[src/rtl/pipe_pkg.sv]
// Shared definitions for the elastic pipeline stages: default widths, the handler PC,
// occupancy codes and the per-entry header layout.
package pipe_pkg;

    localparam int          PC_W_DEFAULT   = 32;
    localparam int          EXC_W_DEFAULT  = 5;
    localparam logic [31:0] EXC_PC_DEFAULT = 32'h0000_4180;

    localparam logic [1:0] OCC_EMPTY = 2'd0;
    localparam logic [1:0] OCC_ONE   = 2'd1;
    localparam logic [1:0] OCC_FULL  = 2'd2;

    // State codes double as the occupancy count presented on occ.
    typedef enum logic [1:0] {
        ST_EMPTY = OCC_EMPTY,
        ST_ONE   = OCC_ONE,
        ST_FULL  = OCC_FULL
    } stage_state_e;

    typedef struct packed {
        logic [PC_W_DEFAULT-1:0]  pc;
        logic [EXC_W_DEFAULT-1:0] exc_code;
        logic                     bd;
    } stage_hdr_t;

endpackage

[src/rtl/pipe_slot.sv]
// One storage entry of a pipeline stage: a load-enabled register whose synchronous
// clear forces a caller-chosen value and wins over load.
module pipe_slot
    import pipe_pkg::*;
#(
    parameter int W = 8
) (
    input  logic         clk,
    input  logic         clr,
    input  logic [W-1:0] clr_val,
    input  logic         load,
    input  logic [W-1:0] d,
    output logic [W-1:0] q
);

    logic [W-1:0] slot_d;
    logic [W-1:0] slot_q;

    always_comb begin
        slot_d = slot_q;
        if (clr) begin
            slot_d = clr_val;
        end else if (load) begin
            slot_d = d;
        end
    end

    always_ff @(posedge clk) begin
        slot_q <= slot_d;
    end

    assign q = slot_q;

endmodule

[src/rtl/pipe_stage_skid.sv]
// Elastic valid/ready pipeline stage carrying PC, exception code, delay-slot flag and payload,
// with an optional skid entry so in_ready is registered, plus an exception flush.
module pipe_stage_skid
    import pipe_pkg::*;
#(
    parameter int              DATA_W  = 128,
    parameter int              PC_W    = PC_W_DEFAULT,
    parameter int              EXC_W   = EXC_W_DEFAULT,
    parameter logic [PC_W-1:0] EXC_PC  = PC_W'(EXC_PC_DEFAULT),
    parameter bit              SKID_EN = 1'b1
) (
    input  logic              clk,
    input  logic              rst,
    input  logic              req,
    input  logic              in_valid,
    output logic              in_ready,
    input  logic [PC_W-1:0]   in_pc,
    input  logic [EXC_W-1:0]  in_exc_code,
    input  logic              in_bd,
    input  logic [DATA_W-1:0] in_data,
    output logic              out_valid,
    input  logic              out_ready,
    output logic [PC_W-1:0]   out_pc,
    output logic [EXC_W-1:0]  out_exc_code,
    output logic              out_bd,
    output logic [DATA_W-1:0] out_data,
    output logic [1:0]        occ
);

    localparam int SLOT_W = PC_W + EXC_W + 1 + DATA_W;

    stage_state_e      state_q;
    stage_state_e      state_d;
    logic              in_ready_q;
    logic              in_ready_d;
    logic              in_xfer;
    logic              out_xfer;
    logic              head_clr;
    logic              head_load;
    logic              skid_clr;
    logic              skid_load;
    logic [SLOT_W-1:0] head_clr_val;
    logic [SLOT_W-1:0] head_d;
    logic [SLOT_W-1:0] head_q;
    logic [SLOT_W-1:0] skid_q;
    logic [SLOT_W-1:0] in_slot;

    assign in_slot  = {in_pc, in_exc_code, in_bd, in_data};
    assign in_xfer  = in_valid && in_ready;
    assign out_xfer = out_valid && out_ready;

    always_ff @(posedge clk) begin
        if (rst) begin
            state_q    <= ST_EMPTY;
            in_ready_q <= 1'b1;
        end else begin
            state_q    <= state_d;
            in_ready_q <= in_ready_d;
        end
    end

    // Without the skid entry the stage is a plain register: only EMPTY and ONE are used.
    always_comb begin
        state_d   = state_q;
        head_load = 1'b0;
        head_d    = in_slot;
        skid_load = 1'b0;
        if (req) begin
            state_d = ST_EMPTY;
        end else if (SKID_EN) begin
            case (state_q)
                ST_EMPTY: begin
                    if (in_xfer) begin
                        state_d   = ST_ONE;
                        head_load = 1'b1;
                    end
                end
                ST_ONE: begin
                    if (in_xfer && out_xfer) begin
                        head_load = 1'b1;
                    end else if (in_xfer) begin
                        state_d   = ST_FULL;
                        skid_load = 1'b1;
                    end else if (out_xfer) begin
                        state_d = ST_EMPTY;
                    end
                end
                ST_FULL: begin
                    if (out_xfer) begin
                        state_d   = ST_ONE;
                        head_load = 1'b1;
                        head_d    = skid_q;
                    end
                end
                default: begin
                    state_d = ST_EMPTY;
                end
            endcase
        end else begin
            if (in_xfer) begin
                state_d   = ST_ONE;
                head_load = 1'b1;
            end else if (out_xfer) begin
                state_d = ST_EMPTY;
            end
        end
        in_ready_d = (state_d != ST_FULL);
    end

    // A flush leaves the handler PC in the head so the bubble still shows a meaningful PC.
    always_comb begin
        head_clr = rst || req;
        skid_clr = rst || req;
        if (rst) begin
            head_clr_val = '0;
        end else begin
            head_clr_val = {EXC_PC, {(EXC_W + 1 + DATA_W){1'b0}}};
        end
    end

    always_comb begin
        out_valid = (state_q != ST_EMPTY);
        occ       = state_q;
        if (SKID_EN) begin
            in_ready = in_ready_q;
        end else begin
            in_ready = out_ready || !out_valid;
        end
    end

    pipe_slot #(
        .W(SLOT_W)
    ) u_head (
        .clk    (clk),
        .clr    (head_clr),
        .clr_val(head_clr_val),
        .load   (head_load),
        .d      (head_d),
        .q      (head_q)
    );

    generate
        if (SKID_EN) begin : g_skid
            pipe_slot #(
                .W(SLOT_W)
            ) u_skid (
                .clk    (clk),
                .clr    (skid_clr),
                .clr_val({SLOT_W{1'b0}}),
                .load   (skid_load),
                .d      (in_slot),
                .q      (skid_q)
            );
        end else begin : g_no_skid
            assign skid_q = '0;
        end
    endgenerate

    assign {out_pc, out_exc_code, out_bd, out_data} = head_q;

endmodule

[config.mk]
export PLATFORM = sky130hd
export DESIGN_NAME = pipe_stage_skid
export DESIGN_NICKNAME = d
export VERILOG_FILES = /design/src/rtl/pipe_pkg.sv /design/src/rtl/pipe_slot.sv /design/src/rtl/pipe_stage_skid.sv
export SDC_FILE = /design/constraint.sdc
export NUM_CORES = 1
export LEC_CHECK = 0
export ABC_CLOCK_PERIOD_IN_PS = 6300
export CORE_ASPECT_RATIO = 1.1
export CORE_MARGIN = 2
export CORE_UTILIZATION = 30
export DETAILED_ROUTE_END_ITERATION = 8
export GPL_TIMING_DRIVEN = 0
export HOLD_SLACK_MARGIN = 0.05
export SLEW_MARGIN = 20
export SYNTH_ARGS = -nofsm -noshare
export SYNTH_HDL_FRONTEND = slang
export SYNTH_HIERARCHICAL = 1
export SYNTH_SLANG_ARGS = --single-unit
[constraint.sdc]
create_clock -name clk -period 6.3 [get_ports clk]
set_input_delay 0.63 -clock clk [delete_from_list [all_inputs] [get_ports clk]]
set_output_delay 0.63 -clock clk [all_outputs]
set_load 0.005 [all_outputs]
==> flow_summary.toml <==
[setup_path]
cp-startpoint = "req"
crit_arrival_ps = 2860
crit_path_start_kind = "primary input"
critical_path.slowest_cell = "clkdlybuf4s50_1"
critical_path.reg2reg.startpoint = "occ[0]"
worst-endpoint-required_ps = 6520
start_to_end_type_of_the_worst_setup_path = "in -> reg"
reg_to_reg_setup_timing_slack_ps = 4020
crit_path_max_incr_delay_ps = 550
crit_path_max_fanout = 50
crit_family = "buffers and inverters"
worstSetupEndpointType = "flop"
cp_common_cell = "buf_6"
critical_path_buf_inv_count = 5
reg2reg_to = "u_head/q[107]"
timing.reg2reg.worst_path_depth = 5
cell_chain_of_the_critical_path = "clkdlybuf4s50_1 > or2_2 > buf_6 > buf_6 > buf_6 > or2_4 > buf_16"

[timing]
grt_setup_unrepaired = "false"
timing.clock.skew_ps = 9.803
post-route-period-util_pct = 41.92
fin_tns_setup_ps = 0
slew_headroom_pct = 61.85
maxClockFrequency_ghz = 0.3787
hold_viol = 0
finalMaxSlewViolations = 0
tightest_slew_ps = 572.2
setup_viol = 0
post-route-worst-setup-slack_ps = 3659
finalCriticalPeriod_ps = 2641

[yosys]
synth_enable_flop_cells = 332
synth_area_leaders = "edfxtp_1, mux2_4, mux2_2, buf_6, dfxtp_1"
post_synth_fa_ha_maj_area_fraction_pct = 0
count_leader_synth = "mux2_4"
synth_compound_gate_area_share_pct = 0.1680
synth_top_area_share_pct = 55.76
synth_sequential_area_ratio_pct = 56.10
synth.lib_cells_used.distinct = 24
synthesis.instances = 913
yosys_warnings = 6
syn_area_mm2 = 0.01788
synth_commonest_cells = "mux2_4, edfxtp_1, mux2_2, buf_6, buf_2"
synth-async-reset-ratio_pct = 0
syn_area_cell_um2 = 19.58
synth_top_family_by_area = "multiplexers"
yosys-mux-area-fraction_pct = 39.72
ys_ff_latch = 335
synth_ff_type = "edfxtp_1"
simple_gate_share_of_the_synthesized_area_pct = 0.6089
post_synth_xor_area_fraction_pct = 0
synth_largest_area_cell = "edfxtp_1"

[layout]
number_of_standard_cells_in_the_final_layout_excluding_fillers = 2422
n_fill_cell = 5302
post_route_cells_drive_above_1_share_pct = 37.25
area_growth_syn_to_layout_pct = 39.10
final_nets = 1800
multi_input_area_mm2 = 0.008481
layout.area.seq_mm2 = 0.01003
finish.utilization_pct = 42.32

[pwr]
power.internal_mw = 4.531
netSwitchingFraction_pct = 21.99
power_mw = 5.809
switching_power_mw = 1.278
pleak_nw = 10.53
power.share.combinational_pct = 15.3
power_density_mw_per_mm2 = 233.6
clock_power_share_pct = 37.4
share_seq_of_total_power_pct = 47.3
vdd.ir_drop.worst_uv = 176.0

[worst_hold_path]
worstHoldStart = "occ[0]"
hold_path_end = "occ[1]"
hold_class = "reg -> reg"
timing.hold.worst_path_depth = 2

[placement]
placed_cells = 2348
detailedPlace.worstSlack_ps = 3110
place.port_buffers = 340
hpwl_mm = 30.30
gpl.final_weighted_congestion = 0.7547

[global_route]
first_global_vias = 10350
grt_max_degree = 51
grt_pass1_wl_mm = 61.20
grt_util_all_layers_pct = 13.14
globalRouteOverflowTotal = 0
antenna_violations_before_repair = 7

[drt]
iter_0_drt_violations = 361
via_count = 9884
post_drt_wl_per_cell_um = 17.19
route.antenna.remaining_nets = 0
drt-vias-per-instance = 4.081
detail_route.drc_violations = 0
drt_wl_total_mm = 41.63
dr.pass1.iters = 5

[clocking]
clock_insertion_delay_worst_skew_ps = 540
cts.hold.buffers_added = 0
cts_buffer_depth = 3
cts.repair_timing.setup_buffer_count = 0
cts.clk_slew.worst_paths_ps = 60
ctsResizeCount = 0
tritoncts = "done"
clockRootBuffer = "clkbuf_16"
htree_num_levels = 2
clock_sink_total = 335
tritoncts.num_buffers = 39

[die]
die_boundary_width_um = 236.8
die_area_mm2 = 0.06157
placementRows = 93
dieHeight_um = 260.0
ioPinCount = 341
initial_util_pct = 30.42
core_area_mm2 = 0.05876

[run_status]
status = "finished clean"

[job]
max_cap_viol_count = 0
-- cell families (layout without fill, tap and decap cells) --
group,after synthesis,in the layout
other cells,1,332
flops,335,335
compound gates,4,4
simple gates,16,16
mux,498,498
buf+inv,59,477
-- flip-flops by register name, summed over array words and instances, names as in the netlist --
signal	flops
g_skid.u_skid/q	166
u_head/q	166
occ	2
in_ready	1
-- cell type report --
| cell class | count | share of cell area, % |
|---|---|---|
| clock inverters | 25 | 0.6541 |
| inverters | 1 | 0.01509 |
| diodes | 3 | 0.03019 |
| plain buffers | 58 | 2.415 |
| repair buffers | 347 | 14.43 |
| multi-input cells | 847 | 34.10 |
| clock buffers | 46 | 4.201 |
| flip-flops and latches | 335 | 40.33 |
| well taps | 760 | 3.824 |
-- cells in the final DEF (no fill, tap or decap), drive strengths merged, types with 2 or more instances in the layout --
master,netlist,final
conb,1,329
nor2b,2,2
edfxtp,332,332
diode,0,3
clkbuf,0,46
or2,4,4
clkdlybuf4s50,0,340
buf,58,65
dfxtp,3,3
clkinv,0,22
mux2,498,498
nand3b,2,2
bufinv,0,2
-- metrics by stage --
step | cell area (um^2) | hold slack [ps]
after detailed placement | 23650 | 607.2
after CTS | 24860 | 619.6
after global placement | 23460 | 585.8
after global routing | 24870 | 655.7
final | 24870 | 627.9
after floorplan | 19110 | 550.6
-- metal layers --
metal	part of all wire [%]	track usage, %
met5	0.14	0
met4	2.5	4.536
met3	5.2	3.577
met2	53	24.13
met1	39	14.57
-- worst max-delay path by stage --
stage / endpoint / slack (ps) / cells past startpoint
after floorplan: g_skid.u_skid/q[0] / 2610 / 5
after global placement: g_skid.u_skid/q[97] / 470 / 6
after detailed placement: u_head/q[112] / 3110 / 7
after CTS: u_head/q[45] / 3700 / 7
after global routing: u_head/q[107] / 3590 / 7
final: u_head/q[107] / 3660 / 7
-- worst register-to-register path: stages (launching register included) --
cell,delay [ps]
dfxtp_1,370
nor2b_1,190
or3_1,320
a21oi_1,170
or2_4,520
buf_16,330
-- power by group through the flow --
stage	logic [mW]	registers, mW	clock network [mW]
floorplan	0.451	2.80	0
global placement	0.863	2.80	0
detailed placement	0.892	2.80	0
CTS	0.896	2.75	2.28
global route	0.948	2.77	2.34
finish	0.887	2.75	2.18
Power figures use the tool's default switching activity.
